File: src/rtl/lifo_pkg.sv
// Shared definitions for the lifo drain path: drain FSM state encoding and default sizes.
package lifo_pkg;

    typedef enum logic [1:0] {
        IDLE   = 2'd0,
        ACTIVE = 2'd1,
        DONE   = 2'd2,
        WAIT   = 2'd3
    } drain_state_t;

    localparam int unsigned LIFO_DATA_WIDTH = 16;
    localparam int unsigned LIFO_OUT_DEPTH  = 2;

endpackage

File: src/rtl/drain_skid_fifo.sv
// Small synchronous FIFO that buffers words popped from the lifo until the downstream accepts them.
module drain_skid_fifo
    import lifo_pkg::*;
#(
    parameter int unsigned DATA_WIDTH = LIFO_DATA_WIDTH,
    parameter int unsigned DEPTH      = LIFO_OUT_DEPTH,
    localparam int unsigned PTR_W     = (DEPTH > 1) ? $clog2(DEPTH) : 1,
    localparam int unsigned OCC_W     = $clog2(DEPTH + 1)
) (
    input  logic                  clk,
    input  logic                  rst_n,
    input  logic                  wr_en,
    input  logic [DATA_WIDTH-1:0] wr_data,
    input  logic                  rd_en,
    output logic [DATA_WIDTH-1:0] rd_data,
    output logic [OCC_W-1:0]      occ
);

    logic [DATA_WIDTH-1:0] mem [DEPTH];
    logic [PTR_W-1:0]      wr_ptr;
    logic [PTR_W-1:0]      rd_ptr;

    // Explicit wrap so non-power-of-two depths work.
    function automatic logic [PTR_W-1:0] ptr_inc(input logic [PTR_W-1:0] p);
        return (p == PTR_W'(DEPTH - 1)) ? '0 : p + 1'b1;
    endfunction

    always_ff @(posedge clk or negedge rst_n) begin
        if (!rst_n) begin
            for (int unsigned i = 0; i < DEPTH; i++) begin
                mem[i] <= '0;
            end
            wr_ptr <= '0;
            rd_ptr <= '0;
            occ    <= '0;
        end else begin
            if (wr_en) begin
                mem[wr_ptr] <= wr_data;
                wr_ptr      <= ptr_inc(wr_ptr);
            end
            if (rd_en) begin
                rd_ptr <= ptr_inc(rd_ptr);
            end
            case ({wr_en, rd_en})
                2'b10:   occ <= occ + 1'b1;
                2'b01:   occ <= occ - 1'b1;
                default: occ <= occ;
            endcase
        end
    end

    assign rd_data = mem[rd_ptr];

endmodule

File: src/rtl/lifo_drain_ctrl.sv
// Drain controller for the lifo stack: issues pops, buffers the returned words and streams them out.
// Optional handshake counter enabled by defining LIFO_DRAIN_CNT_EN.
module lifo_drain_ctrl
    import lifo_pkg::*;
#(
    parameter int unsigned DATA_WIDTH = LIFO_DATA_WIDTH,
    parameter int unsigned OUT_DEPTH  = LIFO_OUT_DEPTH,
    parameter int unsigned CNT_W      = 16
) (
    input  logic                  clk,
    input  logic                  rst_n,
    input  logic                  drain_en,
    input  logic                  lifo_empty,
    input  logic                  lifo_full,
    input  logic                  lifo_push,
    input  logic [DATA_WIDTH-1:0] lifo_data,
    output logic                  lifo_pop,
    output logic                  m_valid,
    input  logic                  m_ready,
    output logic [DATA_WIDTH-1:0] m_data,
    output logic                  busy,
    output logic                  drain_done
`ifdef LIFO_DRAIN_CNT_EN
    ,
    output logic [CNT_W-1:0]      drain_cnt
`endif
);

    localparam int unsigned     OCC_W   = $clog2(OUT_DEPTH + 1);
    localparam logic [OCC_W:0] DEPTH_V = OUT_DEPTH[OCC_W:0];

    drain_state_t     state;
    logic             inflight;
    logic [OCC_W-1:0] occ;
    logic [OCC_W:0]   pending;
    logic             deq;
    logic             collision;
    logic             credit;

    assign deq       = m_valid && m_ready;
    assign collision = lifo_push && !lifo_full;
    assign pending   = {1'b0, occ} + {{OCC_W{1'b0}}, inflight};
    // A full pipeline may still pop when a word leaves this cycle; its slot frees before the data lands.
    assign credit    = (pending < DEPTH_V) || ((pending == DEPTH_V) && deq);
    assign lifo_pop  = (state == ACTIVE) && drain_en && !lifo_empty && !collision && credit;
    assign m_valid   = (occ != '0);

    drain_skid_fifo #(
        .DATA_WIDTH(DATA_WIDTH),
        .DEPTH     (OUT_DEPTH)
    ) u_buf (
        .clk    (clk),
        .rst_n  (rst_n),
        .wr_en  (inflight),
        .wr_data(lifo_data),
        .rd_en  (deq),
        .rd_data(m_data),
        .occ    (occ)
    );

    always_ff @(posedge clk or negedge rst_n) begin
        if (!rst_n) begin
            state      <= IDLE;
            busy       <= 1'b0;
            drain_done <= 1'b0;
            inflight   <= 1'b0;
        end else begin
            inflight   <= lifo_pop;
            drain_done <= 1'b0;
            case (state)
                IDLE: begin
                    if (drain_en) begin
                        state <= ACTIVE;
                        busy  <= 1'b1;
                    end
                end
                ACTIVE: begin
                    if (!drain_en) begin
                        state <= IDLE;
                        busy  <= 1'b0;
                    end else if (lifo_empty && !inflight && (occ == '0)) begin
                        state      <= DONE;
                        busy       <= 1'b0;
                        drain_done <= 1'b1;
                    end
                end
                DONE: begin
                    state <= WAIT;
                end
                WAIT: begin
                    if (!drain_en) begin
                        state <= IDLE;
                    end
                end
                default: begin
                    state <= IDLE;
                    busy  <= 1'b0;
                end
            endcase
        end
    end

`ifdef LIFO_DRAIN_CNT_EN
    always_ff @(posedge clk or negedge rst_n) begin
        if (!rst_n) begin
            drain_cnt <= '0;
        end else if ((state == IDLE) && drain_en) begin
            drain_cnt <= '0;
        end else if ((state == ACTIVE) && deq && (drain_cnt != '1)) begin
            drain_cnt <= drain_cnt + 1'b1;
        end
    end
`endif

endmodule

File: config.mk
export PLATFORM = sky130hd
export DESIGN_NAME = lifo_drain_ctrl
export DESIGN_NICKNAME = d
export VERILOG_FILES = /design/src/rtl/lifo_pkg.sv /design/src/rtl/drain_skid_fifo.sv /design/src/rtl/lifo_drain_ctrl.sv
export SDC_FILE = /design/constraint.sdc
export NUM_CORES = 1
export LEC_CHECK = 0
export BUFFER_PORTS_ARGS = -buffer_cell sky130_fd_sc_hd__buf_4
export CAP_MARGIN = 30
export CORE_ASPECT_RATIO = 2
export CORE_MARGIN = 2
export CORE_UTILIZATION = 50
export CTS_CLUSTER_DIAMETER = 30
export CTS_CLUSTER_SIZE = 40
export DETAILED_ROUTE_END_ITERATION = 6
export GPL_TIMING_DRIVEN = 0
export HOLD_SLACK_MARGIN = 0.03
export PLACE_DENSITY = 0.75
export SLEW_MARGIN = 20
export SYNTH_ARGS = -nofsm -noshare
export SYNTH_HDL_FRONTEND = slang
export SYNTH_SLANG_ARGS = --single-unit
File: constraint.sdc
create_clock -name clk -period 1.7 [get_ports clk]
set_input_delay 0 -clock clk [delete_from_list [all_inputs] [get_ports clk]]
set_output_delay 0 -clock clk [all_outputs]
set_load 0.02 [all_outputs]
After elaboration in Yosys (flattened, before gate mapping)
Cells that the tools add are included.
{ "classes": {"addsub": 5, "magnitude_cmp": 4, "n_eq_ne": 9, "mux": 21, "bitwise_logic": 2, "reduce_logical": 22} }
{ "op_table": {"columns": ["operator", "n"], "rows": [
  ["$mux W16", 4],
  ["$bwmux W32", 1],
  ["$demux W16 S1", 1],
  ["$logic_and A1 B1 Y1", 10],
  ["$mux W1", 8],
  ["$mux W2", 4],
  ["$pmux W2 S4", 1],
  ["$eq A2 B2 Y1 const B", 3],
  ["$reduce_and A3 Y1", 2],
  ["$reduce_bool A2 Y1", 3],
  ["$eq A2 B1 Y1 const B", 2],
  ["$ge A2 B2 Y1 const B", 2],
  ["$logic_not A1 Y1", 4],
  ["$logic_not A2 Y1", 2],
  ["$ne A2 B2 Y1 const B", 2],
  ["$not A1 Y2", 2],
  ["$pmux W2 S2", 1],
  ["$add A2 B1 Y3", 1],
  ["$eq A3 B2 Y1 const B", 1],
  ["$lt A3 B2 Y1 const B", 1],
  ["$ne A3 B2 Y1 const B", 1],
  ["$add A1 B1 Y1 const B", 2],
  ["$add A2 B1 Y2 const B", 1],
  ["$lt A2 B1 Y1 const B", 1],
  ["other kinds (3)", 3]
]} }
{ "totals": {"register_bits": 41, "input_bits": 23, "output_inout_bits": 20, "elab_cells": 72} }

Depth between registers and ports, before layout
{ "depth": {"ltp_word": 6, "mapped_depth": 5, "depth_no_buf": 5} }

Hierarchy
A second synthesis with hierarchy kept.
{ "unflattened": {"hier_cells": 128, "hier_area_um2": 1848.0} }
{ "by_module_without_submodules": {"columns": ["mod", "instances", "cells_per_inst", "area_each_um2", "seq_area_each_um2"], "rows": [
  ["drain_skid_fifo", 1, 98, 1555.2, 900.9],
  ["lifo_drain_ctrl", 1, 30, 292.8, 125.1]
]} }

Worst setup path before layout
No wires, ideal clock.
{ "synth_path": {"kind": "flip-flop to flip-flop", "start": "register inflight", "end": "register inflight", "setup_time_ns": 0.187, "arrival_time_ns": 1.618, "t_required_ns": 1.513, "path_slack_ns": -0.105, "stages_incl_launch_ff": 6, "n_path_buf": 0, "period_less_slack_ns": 1.805, "cell_sequence": "dfrtp_1 ha_1 ha_1 nor2_1 a31oi_1 a2111oi_2"} }
{ "synth_between": {"elab_chain_cells": 5, "elab_cells_between_ends": 6, "cone_classes": "1 x add/sub; 1 x order compare; 1 x eq/ne; 3 x reduce/logical"} }
{ "synth_rtl": {"columns": ["element", "line", "source"], "rows": [
  ["start, declared", "lifo_drain_ctrl.sv:33", "logic inflight;"],
  ["start signal, assigned", "lifo_drain_ctrl.sv:68", "inflight <= lifo_pop;"],
  ["$add A2 B1 Y3 (*)", "lifo_drain_ctrl.sv:42", "assign pending = {1'b0, occ} + {{OCC_W{1'b0}}, inflight};"],
  ["branches (longest 2 deep; another with $lt A3 B2 Y1)", null, null],
  ["$logic_or A1 B1 Y1 (*)", "lifo_drain_ctrl.sv:44", "assign credit = (pending < DEPTH_V) || ((pending == DEPTH_V) && deq);"],
  ["$logic_and A1 B1 Y1 (*)", "lifo_drain_ctrl.sv:45", "assign lifo_pop = (state == ACTIVE) && drain_en && !lifo_empty && !collision && credit;"],
  ["named net lifo_pop", "lifo_drain_ctrl.sv:17", "output logic lifo_pop,"]
]} }
Mark *: on every way through the listed nets, which the timed path passes.
A chain may end at the register's enable or synchronous reset.

Worst setup path after layout
{ "layout_path": {"start": "register u_buf.occ[0]", "end": "output lifo_pop"} }
{ "layout_between": {"elab_chain_cells": 5, "elab_cells_between_ends": 8, "cone_classes": "1 x add/sub; 1 x order compare; 1 x eq/ne; 5 x reduce/logical"} }
{ "layout_rtl": {"columns": ["element", "line", "source"], "rows": [
  ["start, declared", "drain_skid_fifo.sv:16", "output logic [OCC_W-1:0] occ"],
  ["start signal, assigned", "drain_skid_fifo.sv:45", "2'b10: occ <= occ + 1'b1;"],
  ["start signal, assigned", "drain_skid_fifo.sv:46", "2'b01: occ <= occ - 1'b1;"],
  ["branches (longest 3 deep; another with $add A2 B1 Y3)", null, null],
  ["$logic_or A1 B1 Y1 (*)", "lifo_drain_ctrl.sv:44", null],
  ["$logic_and A1 B1 Y1 (*)", "lifo_drain_ctrl.sv:45", null],
  ["end, declared", "lifo_drain_ctrl.sv:17", null]
]} }
Every way passes the cells marked *.

==> impl_metrics.csv <==
group,metric,value,unit
yosys,post_synth_fa_ha_maj_area_fraction,0.0272,
timing,fin_crit,1700,ps
timing,timing.final.hold_violations,1,
yosys,synth.most_common_cell,"sky130_fd_sc_hd__mux2_2",
power,total_leakage_power,1.16,nW
timing,timing.max_slew.rel_slack,0.659,
floorplanning,row_count,31,
yosys,synth_top_area_frac,0.557,
timing,skew,6.93,ps
clocking,cts_sinks,41,
global_routing,globalRoute.totalOverflow,0,
outcome,violated_checks,"hold timing",
yosys,synth.top_cells.by_count,"sky130_fd_sc_hd__mux2_2 (48), sky130_fd_sc_hd__dfrtp_1 (41), sky130_fd_sc_hd__inv_1 (6), sky130_fd_sc_hd__ha_1 (4)",
clocking,clk-insertion-delay-late,290,ps
yosys,syn-num-nets,155,
yosys,yosysTopAreaCell,"sky130_fd_sc_hd__dfrtp_1",
critical_path,timing_worst_setup_path_type,"reg2out",
yosys,synth.avg_cell_area,14.4,µm²
critical_path,cp-startpoint,"u_buf.occ[0]",
timing,timing.final.setup_violations,0,
placement,routability_congestion_estimate,0.687,
critical_path,cp.required,1700,ps
timing,fin_hold_ws,-110,ps
yosys,synth-compound-area-share,0.0339,
yosys,yosys_warnings,0,
floorplanning,die_x,46.9,µm
min_path,hp-class,"in2reg",
clocking,cts-root-to-sink-buffers,2,
flow_run,max_cap_viol_count,0,
cells_and_area,n_antenna_cell,0,
floorplanning,coreArea,3570,µm²
global_routing,globalRouteTotalUtil,0.204,
cells_and_area,stdcell_area,2560,µm²
clocking,cts_inserted_buffers,5,
yosys,main_flop_type_after_synthesis,"sky130_fd_sc_hd__dfrtp_1",
route,dr.first_iter.drc_count,11,
clocking,h-tree-depth,2,
route,vias_per_cell,5.06,
clocking,cts_hold_buffers,18,
yosys,synth.mux.area_fraction,0.293,
floorplanning,boundaryPins,43,
yosys,yosysSeqAreaShare,0.557,
clocking,cts.clk_slew.worst_paths,70,ps
min_path,min_from,"lifo_empty",
yosys,xor_xnor_portion_of_the_synthesized_cell_area,0.0238,
critical_path,r2r-start,"u_buf.occ[0]",
cells_and_area,fin_util,0.717,
clocking,clock_tree_from_tritoncts,"yes",
timing,finalCritPeriodShare,0.998,
floorplanning,dieArea,4220,µm²
cells_and_area,drive_above_1_share,0.586,
critical_path,timing.critical_path.arrival,1700,ps
outcome,outcome,"finished, violations left",
yosys,fraction_of_the_mapped_netlist_area_in_simple_logic_gates,0.0373,
yosys,synth.ff_latch_count,41,
power,powerDensity,1820,nW/µm²
route,final_antenna_net_count,0,
placement,portBuffers,42,
global_routing,grt_pass1_wl,6.27,mm
route,total_drc_errors_in_the_routed_layout,0,
yosys,async_flop_share,1.00,
yosys,synth_edf_count,0,
timing,worst_slew_pin_slew,511,ps
route,num_vias,1251,
route,avgRoutedWirePerCell,15.2,µm
route,drt_pass1_iterations,2,
yosys,ys_types,24,
critical_path,setup.worst_path.start_class,"flop",
yosys,post_synth_inst_count,128,
global_routing,grt_max_degree,42,
placement,placedInstanceArea,2230,µm²
power,irDropWorstVdd,0.984,mV
timing,max_freq,590,MHz
clocking,clock_tree.root_cell,"sky130_fd_sc_hd__clkbuf_8",
route,routed_wl,3.75,mm
critical_path,max_fanout_on_critical_path,2,
timing,grt_setup_unrepaired,"true",
global_routing,grt_antenna_before_repair,0,
yosys,syn-cell-area,1840,µm²
yosys,synth_top_family_by_area,"multiplexers",
yosys,synth_area_leaders,"sky130_fd_sc_hd__dfrtp_1 (56%), sky130_fd_sc_hd__mux2_2 (29%), sky130_fd_sc_hd__ha_1 (2.7%)",
floorplanning,start_util,0.516,
cells_and_area,areaGrowthSynthToFinish,38.8,%
placement,detailedPlacementHpwl,2.62,mm
timing,finalMaxSlewViolations,0,
cells_and_area,final_net_count,224,
global_routing,first_global_vias,1408,
critical_path,end_kind,"output pin",
floorplanning,die_height,89.9,µm
## final timing paths
kind / endpoint / slack [ps] / cells after the start
max reg2reg: busy / 160 / 4
max in group asynchronous: inflight / 1100 / 2
min in group asynchronous: u_buf.mem[17] / 210 / 2
min reg2reg: u_buf.mem[12] / 510 / 1
max: lifo_pop / 4 / 6
min: inflight / -110 / 2
## report_power, final
part	switching, mW	total [mW]	leakage, nW	internal, mW
clock network	0.325	0.692	0.0542	0.367
logic	1.05	2.26	0.617	1.22
registers	0.264	1.71	0.492	1.44
total	1.64	4.66	1.16	3.02
## cell type report
class	count	area, µm²
sequential	41	1030
fill	272	1010
multi-input combinational	77	802
timing repair buffer	62	510
clock buffer	7	96.3
tap	49	61.3
buffer	4	31.3
inverter	6	22.5
clock inverter	1	5.00
## sequential cells by signal (all words and copies together) (netlist names), named ones only
name and cells:
busy 1, drain_done 1, inflight 1, state 1
u_buf.mem 32, u_buf.occ 2, u_buf.rd_ptr 1, u_buf.wr_ptr 1
## per-layer routing
layer,part of all wire,GRT usage,vias to the layer above
li1,-,-,584
met1,0.38,0.221,620
met2,0.56,0.345,36
met3,0.038,0.0522,11
met4,0.027,0.0949,0
met5,0,0,-
## layout by cell type, fill, tap and decap left out, types with 2 or more instances in the layout
master	count
sky130_fd_sc_hd__ha_1	2
sky130_fd_sc_hd__xnor2_1	3
sky130_fd_sc_hd__nor2_2	2
sky130_fd_sc_hd__inv_1	6
sky130_fd_sc_hd__dfrtp_1	39
sky130_fd_sc_hd__clkbuf_8	7
sky130_fd_sc_hd__nand2_1	2
sky130_fd_sc_hd__buf_4	46
sky130_fd_sc_hd__dlygate4sd3_1	18
sky130_fd_sc_hd__dfrtp_2	2
sky130_fd_sc_hd__nor2_1	2
sky130_fd_sc_hd__mux2_2	48
sky130_fd_sc_hd__xor2_1	2
sky130_fd_sc_hd__o21ai_0	3
## cells by family after synthesis
| family | count (synthesis) |
|---|---|
| mux | 48 |
| flops | 41 |
| simple gates | 11 |
| buf+inv | 10 |
| compound gates | 9 |
| xor+xnor | 5 |
| fa+ha+maj | 4 |
## metrics by stage
stage               power, mW  setup slack [ps]  instances  TNS [ps]
floorplan                3.11              51.4        128         0
global placement         3.79              91.2        219         0
detailed placement       3.91              60.9        219         0
CTS                      4.71             -1.87        247     -1.87
global route             4.94              -103        247      -103
finish                   4.66              3.83        247         0
## worst max-delay path, stage by stage (launching register included)
cell and delay [ps]:
sky130_fd_sc_hd__dfrtp_2 430, sky130_fd_sc_hd__ha_4 170, sky130_fd_sc_hd__ha_2 170, sky130_fd_sc_hd__nor2_2 110, sky130_fd_sc_hd__a31oi_2 120, sky130_fd_sc_hd__a2111oi_4 220, sky130_fd_sc_hd__buf_4 200
## what timing repair did
| action | CTS | global route |
|---|---|---|
| pin swaps | 4 | 0 |
| endpoints found under the setup margin | 3 | 1 |
| resized for setup | 8 | 0 |
| hold endpoints to repair | 76 | 1 |
| setup buffers | 2 | 0 |
Power figures use the tool's default switching activity.
